**src/rtl/bird_pkg.sv**
```systemverilog
// Shared definitions for the bird motion engine and the display stage:
// game-life state encoding, fixed-point precision and playfield geometry.
package bird_pkg;

    typedef enum logic [1:0] {
        IDLE   = 2'd0,
        FLYING = 2'd1,
        DEAD   = 2'd2
    } bird_state_t;

    localparam int FRAC_BITS     = 4;
    localparam int SCREEN_HEIGHT = 480;
    localparam int BIRD_HEIGHT   = 35;

endpackage

```
**src/rtl/edge_detect.sv**
```systemverilog
// Rising-edge detector: one-cycle pulse when the level goes from 0 to 1,
// based on the level seen on the previous clock.
module edge_detect (
    input  logic clk,
    input  logic reset,
    input  logic i_level,
    output logic o_rise
);

    logic r_prev;

    always_ff @(posedge clk) begin
        if (reset) begin
            r_prev <= 1'b0;
        end else begin
            r_prev <= i_level;
        end
    end

    assign o_rise = i_level & ~r_prev;

endmodule

```
**src/rtl/bird_physics.sv**
```systemverilog
// Per-frame vertical motion of the player sprite: gravity/flap integration in
// Q.4 fixed point, ceiling/floor clamping and the idle/flying/dead life cycle.
module bird_physics
    import bird_pkg::*;
(
    input  logic        clk,
    input  logic        reset,
    input  logic        frame_tick,
    input  logic        flap,
    input  logic        collision,
    input  logic        restart,
    output logic [31:0] bird_reg,
    output logic [1:0]  bird_state,
    output logic        dead_pulse
);

    localparam int                 START_Y           = 200;
    localparam logic signed [11:0] GRAVITY           = 12'sd3;
    localparam logic signed [10:0] FLAP_VELOCITY     = -11'sd40;
    localparam logic signed [11:0] MAX_FALL_VELOCITY = 12'sd64;
    localparam logic signed [14:0] START_POS = 15'(START_Y << FRAC_BITS);
    localparam logic signed [15:0] FLOOR_POS =
        16'((SCREEN_HEIGHT - 1 - BIRD_HEIGHT) << FRAC_BITS);

    bird_state_t        r_state, w_state_n;
    logic signed [14:0] r_pos, w_pos_n;
    logic signed [10:0] r_vel, w_vel_next;
    logic               r_pending, w_pending_n;
    logic               r_dead_pulse, w_dead_pulse_n;

    logic               w_flap_rise;
    logic signed [11:0] w_vel_grav;
    logic signed [10:0] w_vel_n;
    logic signed [15:0] w_pos_sum;

    edge_detect u_flap_edge (
        .clk     (clk),
        .reset   (reset),
        .i_level (flap),
        .o_rise  (w_flap_rise)
    );

    // A flap edge arriving on the tick cycle itself is consumed by that tick.
    assign w_vel_grav = {r_vel[10], r_vel} + GRAVITY;
    assign w_vel_n    = (r_pending | w_flap_rise) ? FLAP_VELOCITY :
                        (w_vel_grav > MAX_FALL_VELOCITY) ? MAX_FALL_VELOCITY[10:0] :
                        w_vel_grav[10:0];
    assign w_pos_sum  = {r_pos[14], r_pos} + {{5{w_vel_n[10]}}, w_vel_n};

    always_ff @(posedge clk) begin
        if (reset) begin
            r_state      <= IDLE;
            r_pos        <= START_POS;
            r_vel        <= '0;
            r_pending    <= 1'b0;
            r_dead_pulse <= 1'b0;
        end else begin
            r_state      <= w_state_n;
            r_pos        <= w_pos_n;
            r_vel        <= w_vel_next;
            r_pending    <= w_pending_n;
            r_dead_pulse <= w_dead_pulse_n;
        end
    end

    always_comb begin
        w_state_n      = r_state;
        w_pos_n        = r_pos;
        w_vel_next     = r_vel;
        w_pending_n    = r_pending;
        w_dead_pulse_n = 1'b0;
        if (restart) begin
            w_state_n   = IDLE;
            w_pos_n     = START_POS;
            w_vel_next  = '0;
            w_pending_n = 1'b0;
        end else begin
            case (r_state)
                IDLE: begin
                    w_pos_n    = START_POS;
                    w_vel_next = '0;
                    if (w_flap_rise) begin
                        w_state_n   = FLYING;
                        w_pending_n = 1'b1;
                    end
                end
                FLYING: begin
                    // Collision beats a coincident tick: the bird freezes in place.
                    if (collision) begin
                        w_state_n      = DEAD;
                        w_dead_pulse_n = 1'b1;
                    end else begin
                        if (w_flap_rise) begin
                            w_pending_n = 1'b1;
                        end
                        if (frame_tick) begin
                            w_pending_n = 1'b0;
                            if (w_pos_sum <= 16'sd0) begin
                                w_pos_n    = '0;
                                w_vel_next = '0;
                            end else if (w_pos_sum >= FLOOR_POS) begin
                                w_pos_n        = FLOOR_POS[14:0];
                                w_vel_next     = '0;
                                w_state_n      = DEAD;
                                w_dead_pulse_n = 1'b1;
                            end else begin
                                w_pos_n    = w_pos_sum[14:0];
                                w_vel_next = w_vel_n;
                            end
                        end
                    end
                end
                DEAD: begin
                end
                default: begin
                    w_state_n = IDLE;
                end
            endcase
        end
    end

    assign bird_reg   = {23'b0, r_pos[FRAC_BITS+8:FRAC_BITS]};
    assign bird_state = r_state;
    assign dead_pulse = r_dead_pulse;

endmodule

```
**config.mk**
```make
export PLATFORM = sky130hd
export DESIGN_NAME = bird_physics
export DESIGN_NICKNAME = d
export VERILOG_FILES = /design/src/rtl/bird_pkg.sv /design/src/rtl/edge_detect.sv /design/src/rtl/bird_physics.sv
export SDC_FILE = /design/constraint.sdc
export NUM_CORES = 1
export LEC_CHECK = 0
export CAP_MARGIN = 20
export CORE_ASPECT_RATIO = 1.1
export CORE_MARGIN = 2
export CORE_UTILIZATION = 28
export CTS_CLUSTER_DIAMETER = 30
export DETAILED_ROUTE_END_ITERATION = 10
export GPL_TIMING_DRIVEN = 0
export HOLD_SLACK_MARGIN = 0.08
export PLACE_DENSITY_LB_ADDON = 0.12
export SLEW_MARGIN = 20
export SYNTH_ARGS = -nofsm -noshare
export SYNTH_HDL_FRONTEND = slang
export SYNTH_SLANG_ARGS = --single-unit
```
**constraint.sdc**
```tcl
create_clock -name clk -period 5.13 [get_ports clk]
set_input_delay 1.539 -clock clk [delete_from_list [all_inputs] [get_ports clk]]
set_output_delay 1.539 -clock clk [all_outputs]
set_load 0.03 [all_outputs]
```
==> results of run 1 <==
-- synth_stat cells, drive strengths merged, types with 4 or more instances --
cell | n | area, um2
or3 | 8 | 50.1
nor2 | 28 | 108
a211oi | 4 | 30.0
a21oi | 23 | 115
inv | 15 | 56.3
nand3 | 12 | 60.1
nand4 | 4 | 25.0
ha | 18 | 225
a21o | 12 | 91.3
xor2 | 5 | 43.8
nor2b | 4 | 25.0
or2 | 4 | 25.0
a22o | 11 | 96.3
and3 | 4 | 25.0
nor3 | 12 | 60.1
o21ai | 28 | 148
and2 | 6 | 37.5
buf | 37 | 277
o21a | 6 | 45.0
clkbuf | 9 | 33.8
nand2 | 28 | 105
xnor2 | 13 | 121
dfxtp | 31 | 621
a221oi | 4 | 47.6
-- metal layers --
layer,vias up,share of wire,GRT usage
li1,1445,-,-
met1,1317,0.46,0.191
met5,-,0,0
met2,53,0.49,0.248
met3,10,0.035,0.0177
met4,0,0.023,0.0493
-- logic make-up after synthesis --
family | share of synthesized area
compound gates | 0.284
xor+xnor | 0.0571
fa+ha+maj | 0.0887
buf+inv | 0.127
flops | 0.215
mux | 0.00346
other cells | 0.00130
simple gates | 0.224
-- cells in the final DEF (no fill, tap or decap), types with 3 or more instances in the layout --
| cell | Yosys | routed |
|---|---|---|
| a21o_1 | 11 | 11 |
| a22oi_1 | 3 | 3 |
| clkdlybuf4s50_1 | 0 | 16 |
| or3_1 | 8 | 7 |
| o21ai_1 | 10 | 12 |
| clkbuf_8 | 0 | 6 |
| ha_1 | 18 | 12 |
| a21oi_1 | 23 | 21 |
| o21a_1 | 6 | 5 |
| or2_2 | 3 | 3 |
| inv_1 | 15 | 14 |
| xor2_1 | 5 | 5 |
| dfxtp_1 | 31 | 26 |
| nor3_1 | 12 | 9 |
| clkbuf_1 | 9 | 5 |
| dfxtp_2 | 0 | 3 |
| a22o_1 | 11 | 11 |
| nor2b_1 | 4 | 4 |
| and2_1 | 6 | 4 |
| nand3_1 | 12 | 11 |
| buf_4 | 32 | 52 |
| nand2_1 | 28 | 28 |
| and3_1 | 4 | 4 |
| nand4_1 | 4 | 4 |
| ha_2 | 0 | 4 |
| o21ai_0 | 16 | 12 |
| nor2_1 | 27 | 26 |
| a221oi_2 | 2 | 3 |
| xnor2_1 | 12 | 11 |
| conb_1 | 1 | 23 |
| o21ai_2 | 2 | 3 |
-- layout make-up --
class	count	area, um2	area share
flip-flops and latches	31	632	0.168
plain buffers	43	300	0.0800
inverters	15	56.3	0.0150
clock buffers	6	82.6	0.0220
clock inverters	1	5.00	0.00133
repair buffers	37	315	0.0840
multi-input cells	305	2210	0.589
well taps	120	150	0.0400
-- repair_timing --
| item | 4_1_cts | 5_1_grt |
|---|---|---|
| setup buffers | 16 | 4 |
| pin swaps | 14 | 15 |
| gates resized for setup | 33 | 26 |
| endpoints found under the setup margin | 27 | 26 |
-- critical path: cells and delay by family, from the launching register on --
| family | cells | cell delay [ns] |
|---|---|---|
| adders and majority gates | 1 | 0.24 |
| and+or+nand+nor | 9 | 2.37 |
| DFF | 1 | 0.36 |
| AOI/OAI and AO/OA | 8 | 1.72 |
| buffers and inverters | 1 | 0.19 |
-- worst max-delay path by stage --
stage / from / end / slack [ns] / cells after the start
2_1_floorplan: flap / r_pos[4] / 0.01 / 16
3_3_place_gp: flap / r_pos[4] / -1.62 / 17
3_5_place_dp: flap / r_pos[1] / -1.58 / 16
4_1_cts: flap / r_pos[4] / 0.01 / 17
5_1_grt: r_vel[10] / r_pos[4] / -0.07 / 21
6_report: r_vel[10] / r_pos[9] / 0.15 / 19
-- flip-flops by register name (all words and copies together), names as in the netlist --
| signal | count |
|---|---|
| r_pos | 15 |
| r_vel | 11 |
| bird_state | 2 |
| dead_pulse | 1 |
| r_pending | 1 |
| u_flap_edge.r_prev | 1 |
-- through the flow --
step	instance area, um2	util	setup TNS, ns	power, mW
6_report	3750	0.378	0	0.642
5_1_grt	3750	0.378	-0.903	0.677
4_1_cts	3630	0.365	0	0.640
3_5_place_dp	3290	0.331	-38.30	0.420
3_3_place_gp	3290	0.331	-39.49	0.421
2_1_floorplan	2970	-	0	0.383
-- power groups by stage --
stage,clock [mW],combinational (mW),sequential [mW]
after CTS,0.208,0.189,0.243
after global placement,0,0.172,0.249
after detailed placement,0,0.171,0.249
final,0.199,0.200,0.243
after floorplan,0,0.133,0.250
after global routing,0.217,0.216,0.243
==> impl_metrics.csv, run 1 <==
group,metric,value,unit
run_status,status,"finished clean",
drt,postRouteAntennaNets,0,
pwr,p_leak,1.54,nW
global_routing,grt_pass1_wl,13100,um
placement,place_ws,-1.58,ns
critical_path,crit_path_max_fanout,6,
floorplan,fp-row-count,38,
critical_path,cp_slowest_stage_delay,0.52,ns
floorplan,coreArea,0.00994,mm2
timing,setup_viol,0,
global_routing,grt_pass1_vias,2662,
critical_path,worst-setup-path-type,"flop to flop",
global_routing,grt_max_degree,11,
logic_synthesis,synth_edf_count,0,
clock_tree,cts-root-buf,"clkbuf_8",
drt,totalWireLength,8290,um
clock_tree,cts.path.max_buffers,2,
cells_and_area,diodes,0,
hold_path,hold_start,"r_pos[0]",
clock_tree,cts_tree,"built",
clock_tree,path_clk_slew,0.07,ns
placement,dp_hpwl,6190,um
hold_path,worstHoldPathCells,2,
pwr,power_frac_clock,0.310,
timing,period_share,0.971,
timing,skew,0.00574,ns
drt,avgViaCountPerCell,5.06,
floorplan,start_util,0.291,
logic_synthesis,async_flop_share,0,
critical_path,critPathCaptureType,"flop",
critical_path,worstReg2RegStart,"r_vel[10]",
drt,drt_pass1_iterations,4,
critical_path,reg2reg_depth,19,
critical_path,rrSetupSlack,0.15,ns
hold_path,hp-class,"flop to flop",
timing,fin_ws,0.147,ns
timing,finalHoldViolations,0,
floorplan,die_h,111,um
drt,drc,0,
clock_tree,insertion_delay,0.28,ns
placement,dp_cells,534,
pwr,p_int,422,uW
floorplan,die_x,101,um
timing,max_freq,201,MHz
cells_and_area,nNetsFinal,463,
critical_path,critical_path_required,5.30,ns
pwr,vdd_drop_max,0.0826,mV
global_routing,overflow,0,
logic_synthesis,syn_area,0.00289,mm2
critical_path,cpMaxStageDelayCell,"or4b_1",
clock_tree,cts_buffers,5,
run,cap_violations,0,
drt,routedWlPerCell,14.9,um
timing,hold_ws,0.471,ns
timing,relSlewSlack,0.621,
global_routing,track_usage,0.147,
clock_tree,cts_hold_buf,0,
critical_path,path_cells,"or4b_1 -> or4_4 -> o2bb2ai_1 -> and2_4 -> nand2b_4 -> nor3_4 -> ha_4 -> nor2b_1 -> o21a_1 -> o21a_2 -> o311ai_4 -> nor3_2 -> or3_4 -> a221oi_2 -> nand4b_1 -> o21ai_4 -> buf_4 -> a21oi_1 -> a21o_1",
logic_synthesis,yosys_warnings,0,
global_routing,antenna_found_initial,0,
cells_and_area,drive_gt1_frac,0.263,
placement,routabilityCongestion,0.870,
drt,vias,2825,
timing,tightest_slew,0.568,ns
logic_synthesis,ys.flop_type,"dfxtp_1",
critical_path,cp.arrival,5.16,ns
critical_path,start_kind,"flop",
timing,slew_viol_final,0,
logic_synthesis,yosysSeqAreaShare,0.215,
logic_synthesis,syn_inst,375,
cells_and_area,area_growth,29.8,%
floorplan,die-area,0.0112,mm2
cells_and_area,final_cell_count_no_fill,558,
hold_path,holdPathEnd,"r_pos[0]",
logic_synthesis,avgSynthCellArea,7.71,um2
logic_synthesis,netlist-cell-type-count,65,
pwr,sw_frac_of_total,0.342,
pwr,pwr_density_cell,171,mW/mm2
clock_tree,htree_levels,2,
timing,rsz0062_at_grt,"true",
cells_and_area,nFillCells,1060,
critical_path,rr_endpoint,"r_pos[9]",
pwr,comb_power_share,0.311,
floorplan,pin_count,41,
logic_synthesis,ys_seq_elements,31,
placement,port_buffers,17,
timing,layout_min_cycle_time,4.98,ns
pwr,p_seq_frac,0.378,
drt,drt_iter0_markers,116,
pwr,p_sw,219,uW
clock_tree,cts_sinks,31,
Note: power is estimated with default switching activity, not from simulation.
==> inputs of run 2 (changes only) <==
Settings changed: CORE_ASPECT_RATIO 1.1 to unset, TNS_END_PERCENT set to 50.
==> run 2 against run 1 <==
- sequential power is essentially flat
- critical path type unchanged
- clock skew is essentially flat
- wire length shrank 0.68%
- register-to-register slack gained 0.06 ns
- largest cell class unchanged
- sequential share of layout area shrank 0.20 points
- die area is essentially flat
==> impl_metrics.csv, run 2 (synthesis gave the netlist of run 1 again) <==
group,metric,value,unit
run_status,status,"finished clean",
drt,postRouteAntennaNets,0,
drt,avgViaCountPerCell,4.88,
timing,skew,0.00535,ns
critical_path,crit_path_max_fanout,6,
timing,layout_min_cycle_time,4.92,ns
timing,max_freq,203,MHz
clock_tree,cts_sinks,31,
global_routing,grt_max_degree,11,
timing,hold_ws,0.462,ns
critical_path,crit_start,"r_vel[10]",
pwr,pwr_density_cell,184,mW/mm2
cells_and_area,area_growth,31.4,%
critical_path,rr_endpoint,"r_pos[1]",
hold_path,hold_start,"r_pos[0]",
critical_path,worstReg2RegStart,"r_vel[10]",
global_routing,overflow,0,
pwr,p_leak,1.56,nW
global_routing,track_usage,0.150,
global_routing,antenna_found_initial,0,
global_routing,grt_pass1_vias,2695,
cells_and_area,drive_gt1_frac,0.273,
cells_and_area,nNetsFinal,463,
floorplan,fp-row-count,37,
cells_and_area,diodes,0,
pwr,power.total,697,uW
drt,vias,2805,
drt,totalWireLength,8230,um
floorplan,die_h,106,um
floorplan,pin_count,41,
placement,port_buffers,17,
hold_path,worstHoldPathCells,2,
timing,slew_viol_final,0,
cells_and_area,final_common_cell,"buf_4",
clock_tree,cts_buffers,5,
clock_tree,cts-root-buf,"clkbuf_8",
drt,drc,0,
drt,drt_iter0_markers,174,
global_routing,grt_pass1_wl,13500,um
floorplan,start_util,0.284,
clock_tree,cts_tree,"built",
critical_path,start_kind,"flop",
clock_tree,path_clk_slew,0.07,ns
placement,routabilityCongestion,0.836,
placement,dp_hpwl,6230,um
pwr,vdd_drop_max,0.0751,mV
clock_tree,htree_levels,2,
timing,period_share,0.959,
critical_path,critical_path_required,5.34,ns
timing,setup_viol,0,
cells_and_area,final_cell_count_no_fill,575,
critical_path,rrSetupSlack,0.21,ns
floorplan,coreArea,0.0102,mm2
timing,tightest_slew,0.581,ns
clock_tree,insertion_delay,0.29,ns
timing,relSlewSlack,0.613,
timing,finalHoldViolations,0,
cells_and_area,largest_register_ffs,15,
run,cap_violations,0,
critical_path,cp.arrival,5.13,ns
critical_path,worst-setup-path-type,"flop to flop",
critical_path,critPathCaptureType,"flop",
drt,drt_pass1_iterations,4,
hold_path,hp-class,"flop to flop",
timing,finalSetupTns,0,ns
critical_path,reg2reg_depth,18,
placement,dp_cells,550,
clock_tree,cts.path.max_buffers,2,
drt,routedWlPerCell,14.3,um
clock_tree,cts_hold_buf,0,
cells_and_area,mostFrequentLayoutCells,"buf_4, nand2_1, nor2_1, dfxtp_1, conb_1",
hold_path,holdPathEnd,"r_pos[0]",
floorplan,die-area,0.0112,mm2
floorplan,die_x,106,um
timing,rsz0062_at_grt,"true",
cells_and_area,largest_register,"r_pos",
run 2: stage by stage:
stage	cell area, um2	worst slack (ns)	utilization
finish	3800	0.209	0.373
global route	3800	-0.0294	0.373
CTS	3650	0.00589	0.359
detailed placement	3310	-1.51	0.325
global placement	3310	-1.63	0.325
floorplan	2970	0.0126	-
run 2: critical path, cell delays in order (launching register included):
cell and delay, ns:
dfxtp_4 0.36, or4b_4 0.52, or4_4 0.45, o2bb2ai_2 0.14, and2_4 0.18, nand2b_4 0.17
nor3_4 0.20, ha_4 0.25, nor2b_1 0.13, o21a_1 0.17, o21a_2 0.23, o311ai_4 0.38
nor3_2 0.08, or3_4 0.41, a221oi_1 0.29, a22oi_1 0.11, a21o_2 0.27, or2_1 0.34
o22ai_1 0.16
run 2: power by group:
part	switching (mW)	leakage [nW]	total, mW	internal (mW)
combinational	0.122	1.25	0.196	0.0742
sequential	0.00144	0.253	0.243	0.241
clock	0.101	0.0612	0.258	0.157
run 2: worst max-delay path by stage:
| stage | slack, ns | endpoint | cells past startpoint |
|---|---|---|---|
| finish | 0.21 | r_pos[1] | 18 |
| global route | -0.03 | r_pos[4] | 19 |
| CTS | 0.006 | r_pos[4] | 17 |
| detailed placement | -1.51 | r_pos[4] | 17 |
| global placement | -1.63 | r_pos[4] | 17 |
| floorplan | 0.01 | r_pos[4] | 16 |
run 2: timing repair:
item                                    CTS  global route
gates resized for setup                  40            25
buffers inserted                         12             8
pin swaps                                11            15
endpoints found under the setup margin   27            27
run 2: layer usage:
metal	vias to the layer above	part of all wire	track usage
met4	0	0.018	0.0508
li1	1453	-	-
met2	52	0.46	0.249
met5	-	0	0
met3	11	0.039	0.0192
met1	1289	0.48	0.201
run 2: area by class of cell:
class	count	area [um2]
Buffer	43	300
Clock buffer	6	82.6
Clock inverter	2	35.0
Fill cell	1077	6390
Inverter	15	56.3
Multi-Input combinational cell	305	2210
Sequential cell	31	632
Tap cell	136	170
Timing Repair Buffer	37	315
